--- src/rtl/irq_sched.sv ---
`default_nettype none
// ============================================================================
// Module   : irq_sched
// Purpose  : Interrupt scheduler between the timer/external IRQ sources and
//            the CPU hardware-interrupt input. Each source is latched into a
//            pending bit (edge or level mode), masked, and the lowest-index
//            eligible source is presented to the CPU. The request is held
//            through an ack / end-of-interrupt handshake. Register access is
//            through a 4-word bridge window (MASK, PEND, MODE, STAT).
// Ports    : clk, reset        - clock, synchronous active-high reset
//            src[N_SRC]        - raw interrupt requests (bit 0 = top priority)
//            Addr/WE/Din/Dout  - bridge register port (Addr[1:0] = word sel)
//            irq, irq_id       - request and source ID to the CPU
//            int_ack, int_eoi  - CPU take / handler-done pulses
//            busy              - a source is in service
// Options  : define IRQ_SCHED_SYNC_EN to pass src through a 2-flop
//            synchronizer (src-to-irq latency 4 cycles instead of 2).
// Revision : 1.0 - initial release
// ============================================================================
module irq_sched #(
  parameter int N_SRC = 6,
  parameter int ID_W  = 3
) (
  input  logic             clk,
  input  logic             reset,
  input  logic [N_SRC-1:0] src,
  input  logic [29:0]      Addr,
  input  logic             WE,
  input  logic [31:0]      Din,
  output logic [31:0]      Dout,
  output logic             irq,
  output logic [ID_W-1:0]  irq_id,
  input  logic             int_ack,
  input  logic             int_eoi,
  output logic             busy
);

  typedef enum logic [1:0] {
    S_IDLE    = 2'd0,
    S_REQ     = 2'd1,
    S_SERVICE = 2'd2
  } state_t;

  state_t           state_q;
  logic [N_SRC-1:0] mask_q, mode_q, pend_q, pend_d, src_prev_q;
  logic [N_SRC-1:0] src_s, src_edge, w1c, ack_clr, eligible;
  logic [ID_W-1:0]  isr_q, winner;
  logic             unused_ok;

  // Only Addr[1:0] (word address bits [3:2]) is decoded and only the low
  // N_SRC bits of Din reach a register.
  assign unused_ok = ^{Addr[29:2], Din[31:N_SRC]};

`ifdef IRQ_SCHED_SYNC_EN
  logic [N_SRC-1:0] sync1_q, sync2_q;

  always_ff @(posedge clk) begin
    if (reset) begin
      sync1_q <= '0;
      sync2_q <= '0;
    end else begin
      sync1_q <= src;
      sync2_q <= sync1_q;
    end
  end

  assign src_s = sync2_q;
`else
  // Sources are already synchronous to clk.
  assign src_s = src;
`endif

  assign eligible = pend_q & mask_q;

  // Fixed priority: scan from the top so the lowest set index wins.
  always_comb begin
    winner = '0;
    for (int i = N_SRC - 1; i >= 0; i--) begin
      if (eligible[i]) winner = ID_W'(i);
    end
  end

  // Next pending state. Edge bits: a fresh rising edge wins over both the
  // bridge W1C and the ack clear, which are OR'd together. Level bits simply
  // follow the (possibly synchronized) source.
  always_comb begin
    w1c      = (WE && Addr[1:0] == 2'd1) ? Din[N_SRC-1:0] : '0;
    ack_clr  = '0;
    src_edge = src_s & ~src_prev_q;
    if (state_q == S_REQ && int_ack) begin
      for (int i = 0; i < N_SRC; i++) begin
        ack_clr[i] = (irq_id == ID_W'(i)) & mode_q[i];
      end
    end
    pend_d = (mode_q & ((pend_q & ~(w1c | ack_clr)) | src_edge))
           | (~mode_q & src_s);
  end

  always_ff @(posedge clk) begin
    if (reset) begin
      mask_q     <= '0;
      mode_q     <= '1;
      pend_q     <= '0;
      src_prev_q <= '0;
    end else begin
      pend_q     <= pend_d;
      src_prev_q <= src_s;
      if (WE && Addr[1:0] == 2'd0) mask_q <= Din[N_SRC-1:0];
      if (WE && Addr[1:0] == 2'd2) mode_q <= Din[N_SRC-1:0];
    end
  end

  // Handshake FSM with registered outputs. An ack in REQ takes precedence
  // over a simultaneous loss of eligibility: the CPU has already committed.
  always_ff @(posedge clk) begin
    if (reset) begin
      state_q <= S_IDLE;
      irq     <= 1'b0;
      irq_id  <= '0;
      busy    <= 1'b0;
      isr_q   <= '0;
    end else begin
      case (state_q)
        S_IDLE: begin
          if (eligible != '0) begin
            state_q <= S_REQ;
            irq     <= 1'b1;
            irq_id  <= winner;
          end
        end
        S_REQ: begin
          if (int_ack) begin
            state_q <= S_SERVICE;
            isr_q   <= irq_id;
            irq     <= 1'b0;
            busy    <= 1'b1;
          end else if (eligible == '0) begin
            state_q <= S_IDLE;
            irq     <= 1'b0;
          end else begin
            irq_id  <= winner;   // allows preemption before ack
          end
        end
        S_SERVICE: begin
          if (int_eoi) begin
            state_q <= S_IDLE;
            busy    <= 1'b0;
          end
        end
        default: begin
          state_q <= S_IDLE;
          irq     <= 1'b0;
          busy    <= 1'b0;
        end
      endcase
    end
  end

  always_comb begin
    Dout = '0;
    case (Addr[1:0])
      2'd0: Dout[N_SRC-1:0] = mask_q;
      2'd1: Dout[N_SRC-1:0] = pend_q;
      2'd2: Dout[N_SRC-1:0] = mode_q;
      default: begin
        Dout[ID_W-1:0] = isr_q;
        Dout[8]        = busy;
        Dout[9]        = irq;
      end
    endcase
  end

endmodule
`default_nettype wire

--- config.mk ---
export PLATFORM = sky130hd
export DESIGN_NAME = irq_sched
export DESIGN_NICKNAME = d
export VERILOG_FILES = /design/src/rtl/irq_sched.sv
export SDC_FILE = /design/constraint.sdc
export NUM_CORES = 1
export LEC_CHECK = 0
export ABC_AREA = 1
export BUFFER_PORTS_ARGS = -buffer_cell sky130_fd_sc_hd__buf_2
export CORE_MARGIN = 3
export CORE_UTILIZATION = 25
export CTS_CLUSTER_DIAMETER = 30
export CTS_CLUSTER_SIZE = 14
export DETAILED_ROUTE_END_ITERATION = 12
export GPL_ROUTABILITY_DRIVEN = 0
export PLACE_DENSITY = 0.58
export SLEW_MARGIN = 5
export SYNTH_ARGS = -nofsm -noshare
export SYNTH_HDL_FRONTEND = slang
export SYNTH_SLANG_ARGS = --single-unit
export TNS_END_PERCENT = 100
--- constraint.sdc ---
create_clock -name clk -period 1.65 [get_ports clk]
set_input_delay 0 -clock clk [delete_from_list [all_inputs] [get_ports clk]]
set_output_delay 0 -clock clk [all_outputs]
set_load 0.02 [all_outputs]
# Word-level counts from Yosys, hierarchy flattened
# Index checks and enable logic that the tools add are counted.
[classes] eq_ne=15 muxes=27 bitwise_logic=19 n_reduce_logical=16
[ops] cell="6-bit AND" count=5
[ops] cell="3-bit two-way mux" count=9
[ops] cell="6-bit NOT" count=3
[ops] cell="6-bit bitwise OR" count=3
[ops] cell="3-bit one-hot mux with 3 select lines" count=2
[ops] cell="6-bit two-way mux" count=2
[ops] cell="2-bit two-way mux" count=5
[ops] cell="2-bit inequality test (second input constant)" count=5
[ops] cell="3-bit AND reduction" count=3
[ops] cell="1-bit AND" count=6
[ops] cell="3-bit by 2-bit equality test with 1-bit output (second input constant)" count=2
[ops] cell="3-bit equality test (second input constant)" count=2
[ops] cell="6-bit logical NOT" count=1
[ops] cell="1-bit one-hot mux with 3 select lines" count=2
[ops] cell="2-bit one-hot mux with 3 select lines" count=1
[ops] cell="3-bit one-hot mux with 2 select lines" count=1
[ops] cell="6-bit nonzero test" count=1
[ops] cell="1-bit two-way mux" count=5
[ops] cell="2-bit by 1-bit equality test with 1-bit output (second input constant)" count=2
[ops] cell="2-bit equality test (second input constant)" count=2
[ops] cell="1-bit logical AND" count=4
[ops] cell="2-bit logical NOT" count=2
[ops] cell="4-bit AND reduction" count=1
[ops] cell="3-bit by 1-bit equality test with 1-bit output (second input constant)" count=1
[ops] cell="other kinds (6)" count=7
[word_totals] reg_bits=34 in_bits=73 wordCells=86

# Longest topological paths before layout
# Gate-level depths: netlist of run 1.
[logic_depth] ltp_word=10 mapped_depth=9 depth_no_buf=9

# Worst setup path after synthesis of run 1
# No wires, ideal clock.
[synth_timing] kind="reg-to-reg" start="register irq_id[0]" end="register pend_q[3]" setup_time_ns=0.126 t_arrival_ns=0.907 t_required_ns=1.524 setup_slack_ns=0.617 stages_incl_launch_ff=4 path_buffers=0 period_less_slack_ns=1.033 path_cell_list="dfxtp_1 -> inv_1 -> nor4_1 -> o21ai_0"
[synth_via] elab_chain_len=9
[synth_rtl] element="start, declared" line="32" source="output logic [ID_W-1:0] irq_id,"
[synth_rtl] element="start signal, assigned" line="128" source="irq_id <= winner;"
[synth_rtl] element="start signal, assigned" line="141" source="irq_id <= winner;"
[synth_rtl] element="3-bit by 2-bit equality test with 1-bit output" line="92" source="ack_clr[i] = (irq_id == ID_W'(i)) & mode_q[i];"
[synth_rtl] element="1-bit AND" line="92"
[synth_rtl] element="6-bit two-way mux" line="90" source="if (state_q == S_REQ && int_ack) begin"
[synth_rtl] element="6-bit bitwise OR" line="95" source="pend_d = (mode_q & ((pend_q & ~(w1c | ack_clr)) | src_edge))"
[synth_rtl] element="6-bit NOT" line="95"
[synth_rtl] element="6-bit AND" line="95"
[synth_rtl] element="6-bit bitwise OR" line="95"
[synth_rtl] element="6-bit AND" line="95"
[synth_rtl] element="6-bit bitwise OR" line="96" source="| (~mode_q & src_s);"
[synth_rtl] element="end signal, assigned" line="106" source="pend_q <= pend_d;"
[synth_rtl] element="end, declared" line="45" source="logic [N_SRC-1:0] mask_q, mode_q, pend_q, pend_d, src_prev_q;"
# No other way between the ends.
# A chain may end at the register's enable or synchronous reset.

# Worst setup path in the final report of run 1
[layout_timing] start="register mode_q[2]" end="output Dout[2]"
[layout_via] elab_chain_len=1
[layout_rtl] element="start, declared" line="45"
[layout_rtl] element="start signal, assigned" line="109" source="if (WE && Addr[1:0] == 2'd2) mode_q <= Din[N_SRC-1:0];"
[layout_rtl] element="3-bit one-hot mux with 3 select lines" line="161" source="case (Addr[1:0])"
[layout_rtl] element="end, declared" line="30" source="output logic [31:0] Dout,"
# No other way between the ends.

==> results of run 1 <==
-- worst max-delay path by stage --
stage | to | start | slack [ps] | depth (start not counted)
6_report | Dout[2] | mode_q[2] | 290 | 5
4_1_cts | Dout[2] | mode_q[2] | 270 | 5
2_1_floorplan | pend_q[3] | irq_id[0] | 620 | 3
5_1_grt | pend_q[2] | state_q[1] | 240 | 6
3_5_place_dp | pend_q[2] | state_q[1] | 350 | 6
3_3_place_gp | pend_q[2] | state_q[1] | 360 | 6
-- report_power, final --
group | total (W) | switching (W) | leakage [nW] | internal, W
Sequential | 0.000924 | 0.0000450 | 0.280 | 0.000879
Clock | 0.000722 | 0.000301 | 0.0575 | 0.000421
Combinational | 0.000381 | 0.000252 | 0.683 | 0.000129
-- routing by layer --
layer | vias up | GRT usage | wire length, um
met1 | 722 | 0.127 | 1840
met5 | - | 0 | 0
met4 | 0 | 0.0434 | 76
li1 | 835 | - | -
met2 | 49 | 0.177 | 1990
met3 | 8 | 0.0333 | 270
-- sequential cells by signal, summed over array words and instances (netlist names) --
name and count:
busy 1, irq 1, irq_id 3, isr_q 3, mask_q 6, mode_q 6
pend_q 6, src_prev_q 6, state_q 2
-- worst max-delay path: stages (launching register included) --
cell and delay (ps):
dfxtp_1 320, inv_1 90, nor2_1 50, a221oi_1 320, o21ai_1 110, buf_2 180
-- layout make-up --
cell class	count	area share
timing repair buffer	45	0.134
inverter	32	0.0550
multi-input combinational	176	0.393
sequential	34	0.312
clock buffer	8	0.0505
tap	96	0.0550
-- cell families (layout without fill, tap and decap cells) --
group           Yosys count  after routing  share of synthesized area
other cells               1             24                    0.00211
simple gates            115            115                      0.296
compound gates           37             37                      0.136
buf+inv                  60             85                      0.184
flops                    34             34                      0.383
-- per-stage QoR --
step / std cells / area (sq um) / utilization / hold WS [ps]
floorplan: 270 / 1870 / - / 82.6
global placement: 370 / 1940 / 0.284 / 237
detailed placement: 370 / 1940 / 0.284 / 236
CTS: 391 / 2180 / 0.319 / 105
global route: 391 / 2180 / 0.319 / 136
finish: 391 / 2180 / 0.319 / 108
-- layout by cell type, fill, tap and decap left out --
cell           count
buf_2             31
nor3_1             3
buf_4              1
a221oi_1           2
inv_1             28
nand4_1            6
inv_2              4
nor2_1            30
o2111ai_1          1
clkbuf_8           8
nand3_2            1
o21ai_1            6
conb_1            24
o21ai_0           12
dfxtp_1           34
o211ai_2           4
a21oi_1            6
dlygate4sd3_1     13
nand3_1            6
nor2_4             3
nand2_2           12
nand2_1           50
o211ai_1           5
a211oi_1           1
nor4_1             1
nor2_2             3
-- what timing repair did --
| item | in CTS | in global routing |
|---|---|---|
| hold buffers | 13 | 0 |
| setup buffers | 0 | 0 |
| hold endpoints to repair | 13 | 0 |
==> metrics.yaml, run 1 <==
rows: 30
hold_violations: 0
ys_types: 25
wire_per_inst_um: 10.7
max_slew_margin: 0.557
worstSetupEndpointType: "primary output"
crit_type: "flip-flop to primary output"
ir_drop_mv: 0.279
synthArstFlopShare: 0
synth_common_cells: "50 x nand2_1, 34 x dfxtp_1, 30 x nor2_1"
hp-start: "reset"
place_ws_ps: 354
ys_warn_count: 0
grt_overflow: 0
insertion_delay_ps: 290
multiInputGateArea_sq_um: 858
num_antenna_cells: 0
power_leakage_nw: 1.02
grt_max_degree: 21
routed_wl_um: 4180
fillers: 757
syn_avg_cell_area_sq_um: 7.20
ys_ff_latch: 34
drt_iter0_drc: 56
syn_inst: 247
finClkSkew_ps: 3.21
grt_pass1_wl_um: 6930
synth_most_common_cell: "nand2_1"
synth_flop_cell: "dfxtp_1"
cp_max_fo: 3
drcViolationCount: 0
synthTopCellsByArea: "dfxtp_1 38%, nand2_1 11%, buf_4 10%, nor2_1 6.3%, inv_1 5.9%"
r2r-end: "pend_q[2]"
required_ps: 1650
cts_root_buf: "clkbuf_8"
status: "finished clean"
place.port_buffers: 31
maxCapViolations: 0
arrival_ps: 1360
drive_above_1_share: 0.227
yosys.area.top_type: "dfxtp_1"
cts_made_buffers: 5
holdPathEnd: "state_q[1]"
fin_ws_ps: 291
fmax_mhz: 736
path_clk_slew_ps: 70
period_minus_slack_ps: 1360
dpl.hpwl_um: 3190
grt_util_all_layers: 0.106
area_growth_pct: 22.6
synth-seq-area-share: 0.383
seqCellArea_sq_um: 681
setup_viol: 0
hold_depth: 3
cts_resized: 0
rrSetupSlack_ps: 340
core_area_sq_um: 6830
grt_pass1_vias: 1510
min_period_over_period: 0.824
dr.pass1.iters: 4
nets: 367
worst_setup_path_start_kind: "flip-flop"
ant_nets: 0
die_h_um: 90.4
clockBufferDepth: 2
power_w: 0.00203
netlist.area_leader.share: 0.383
cts_tree: "built"
worstReg2RegStart: "state_q[1]"
r2r_cells: 6
slew_violations: 0
avgViaCountPerCell: 4.13
die-area_sq_um: 8160
hold_class: "primary input to flip-flop"
design.portCount: 110
initial_core_util: 0.260
antenna_found_initial: 0
h-tree-depth: 2
synth-edff-count: 0
vias: 1614
worst_pin_slew_ps: 664
die_width_um: 90.4
fin_setup_tns_ps: 0
power_density_nw_per_um2: 929
syn_area_sq_um: 1780
rsz0062_at_grt: "no"
clock_sinks: 34
Power figures use the tool's default switching activity.
==> run 2, diff against run 1 <==
Clock period 1.65 ns to 1.4 ns, I/O delays scaled along.
==> run 2 against run 1 <==
Against the previous run: flip-flop and latch count stayed put; clock power is 2.8% higher; setup slack worse by 150 ps; hold slack better by 8.1 ps; combinational power is 21% higher; clock skew is 1.4 ps higher; global-route usage is 0.32 points higher; largest cell class unchanged.
==> metrics.yaml, run 2 (synthesis results as in run 1) <==
fmax_mhz: 796
arrival_ps: 1260
cts_tree: "built"
worstSetupEndpointType: "primary output"
setup_viol: 0
drcViolationCount: 0
core_area_sq_um: 6830
hold_violations: 0
finish.utilization: 0.322
power_density_nw_per_um2: 1040
fillers: 768
grt_max_degree: 15
multiInputGateArea_sq_um: 871
clockBufferDepth: 2
drt_iter0_drc: 63
cts_root_buf: "clkbuf_8"
drive_above_1_share: 0.238
dr.pass1.iters: 4
die_width_um: 90.4
postCtsSetupBuffers: 0
status: "finished clean"
stdcell_area_sq_um: 2200
avgViaCountPerCell: 4.09
internal-power_w: 0.00159
place_ws_ps: 123
maxCapViolations: 0
grt_pass1_vias: 1578
initial_core_util: 0.260
fin_setup_tns_ps: 0
cts_made_buffers: 5
path_clk_slew_ps: 70
die_h_um: 90.4
grt_util_all_layers: 0.110
hold_class: "primary input to flip-flop"
vias: 1610
routed_wl_um: 4280
slew_violations: 0
clkPwrFrac: 0.323
cp_max_fo: 3
nets: 370
num_antenna_cells: 0
finClkSkew_ps: 4.62
worst_setup_path_start_kind: "flip-flop"
required_ps: 1400
switching_power_w: 0.000701
ant_nets: 0
period_minus_slack_ps: 1260
rsz0062_at_grt: "no"
place_area_sq_um: 1960
final_cell_mix: "50 x nand2_1, 34 x dfxtp_1, 31 x buf_2, 30 x nor2_1, 28 x inv_1"
area_growth_pct: 23.6
seqCellArea_sq_um: 681
wire_per_inst_um: 10.9
antenna_found_initial: 0
seqPwrFrac: 0.476
rows: 30
ir_drop_mv: 0.371
clock_sinks: 34
p_comb_frac: 0.201
dpl.hpwl_um: 3310
die-area_sq_um: 8160
p_sw_frac: 0.306
design.portCount: 110
crit_type: "flip-flop to primary output"
fin_ws_ps: 143
layout_commonest_cell: "nand2_1"
grt_pass1_wl_um: 7180
h-tree-depth: 2
min_period_over_period: 0.898
power_leakage_nw: 1.03
grt_overflow: 0
insertion_delay_ps: 290
place.port_buffers: 31
run 2: per-layer routing:
metal / global-route usage / vias to the layer above / wire length, um
li1: - / 844 / -
met1: 0.131 / 710 / 1880
met2: 0.179 / 45 / 2030
met3: 0.0317 / 11 / 253
met4: 0.0561 / 0 / 110
met5: 0 / - / 0
run 2: layout make-up:
| type | count | area share |
|---|---|---|
| tap | 96 | 0.0546 |
| inverter | 32 | 0.0546 |
| timing repair buffer | 48 | 0.143 |
| multi-input combinational | 176 | 0.396 |
| clock buffer | 7 | 0.0393 |
| clock inverter | 1 | 0.00228 |
| sequential | 34 | 0.310 |
run 2: through the flow:
step / std cells / hold slack [ps] / power, W
2_1_floorplan: 270 / 82.6 / 0.00146
4_1_cts: 394 / 113 / 0.00233
3_3_place_gp: 373 / 237 / 0.00154
5_1_grt: 394 / 136 / 0.00245
6_report: 394 / 116 / 0.00229
3_5_place_dp: 373 / 230 / 0.00154
run 2: path summary, 6_finish.rpt:
check | startpoint | to | slack (ps) | cells past startpoint
setup / recovery | mode_q[2] | Dout[2] | 140 | 5
hold / removal | int_ack | isr_q[0] | 120 | 3
setup reg to reg | state_q[1] | pend_q[2] | 160 | 6
hold reg to reg | isr_q[0] | isr_q[0] | 460 | 2
run 2: repair_timing:
action,in CTS,in global routing
gates resized for setup,1,1
hold buffers,13,0
pin swaps,0,0
hold endpoints to repair,13,0
setup endpoints to repair,1,1
run 2: critical path: stages (launching register included):
cell and delay (ps):
dfxtp_1 320, inv_1 90, nor2_1 60, a221oi_2 220, o21ai_1 110, buf_2 170
run 2: power groups by stage:
stage	combinational (W)	sequential [W]	clock (W)
floorplan	0.000339	0.00112	0
global placement	0.000429	0.00111	0
detailed placement	0.000433	0.00111	0
CTS	0.000464	0.00109	0.000775
global route	0.000513	0.00110	0.000838
finish	0.000461	0.00109	0.000742
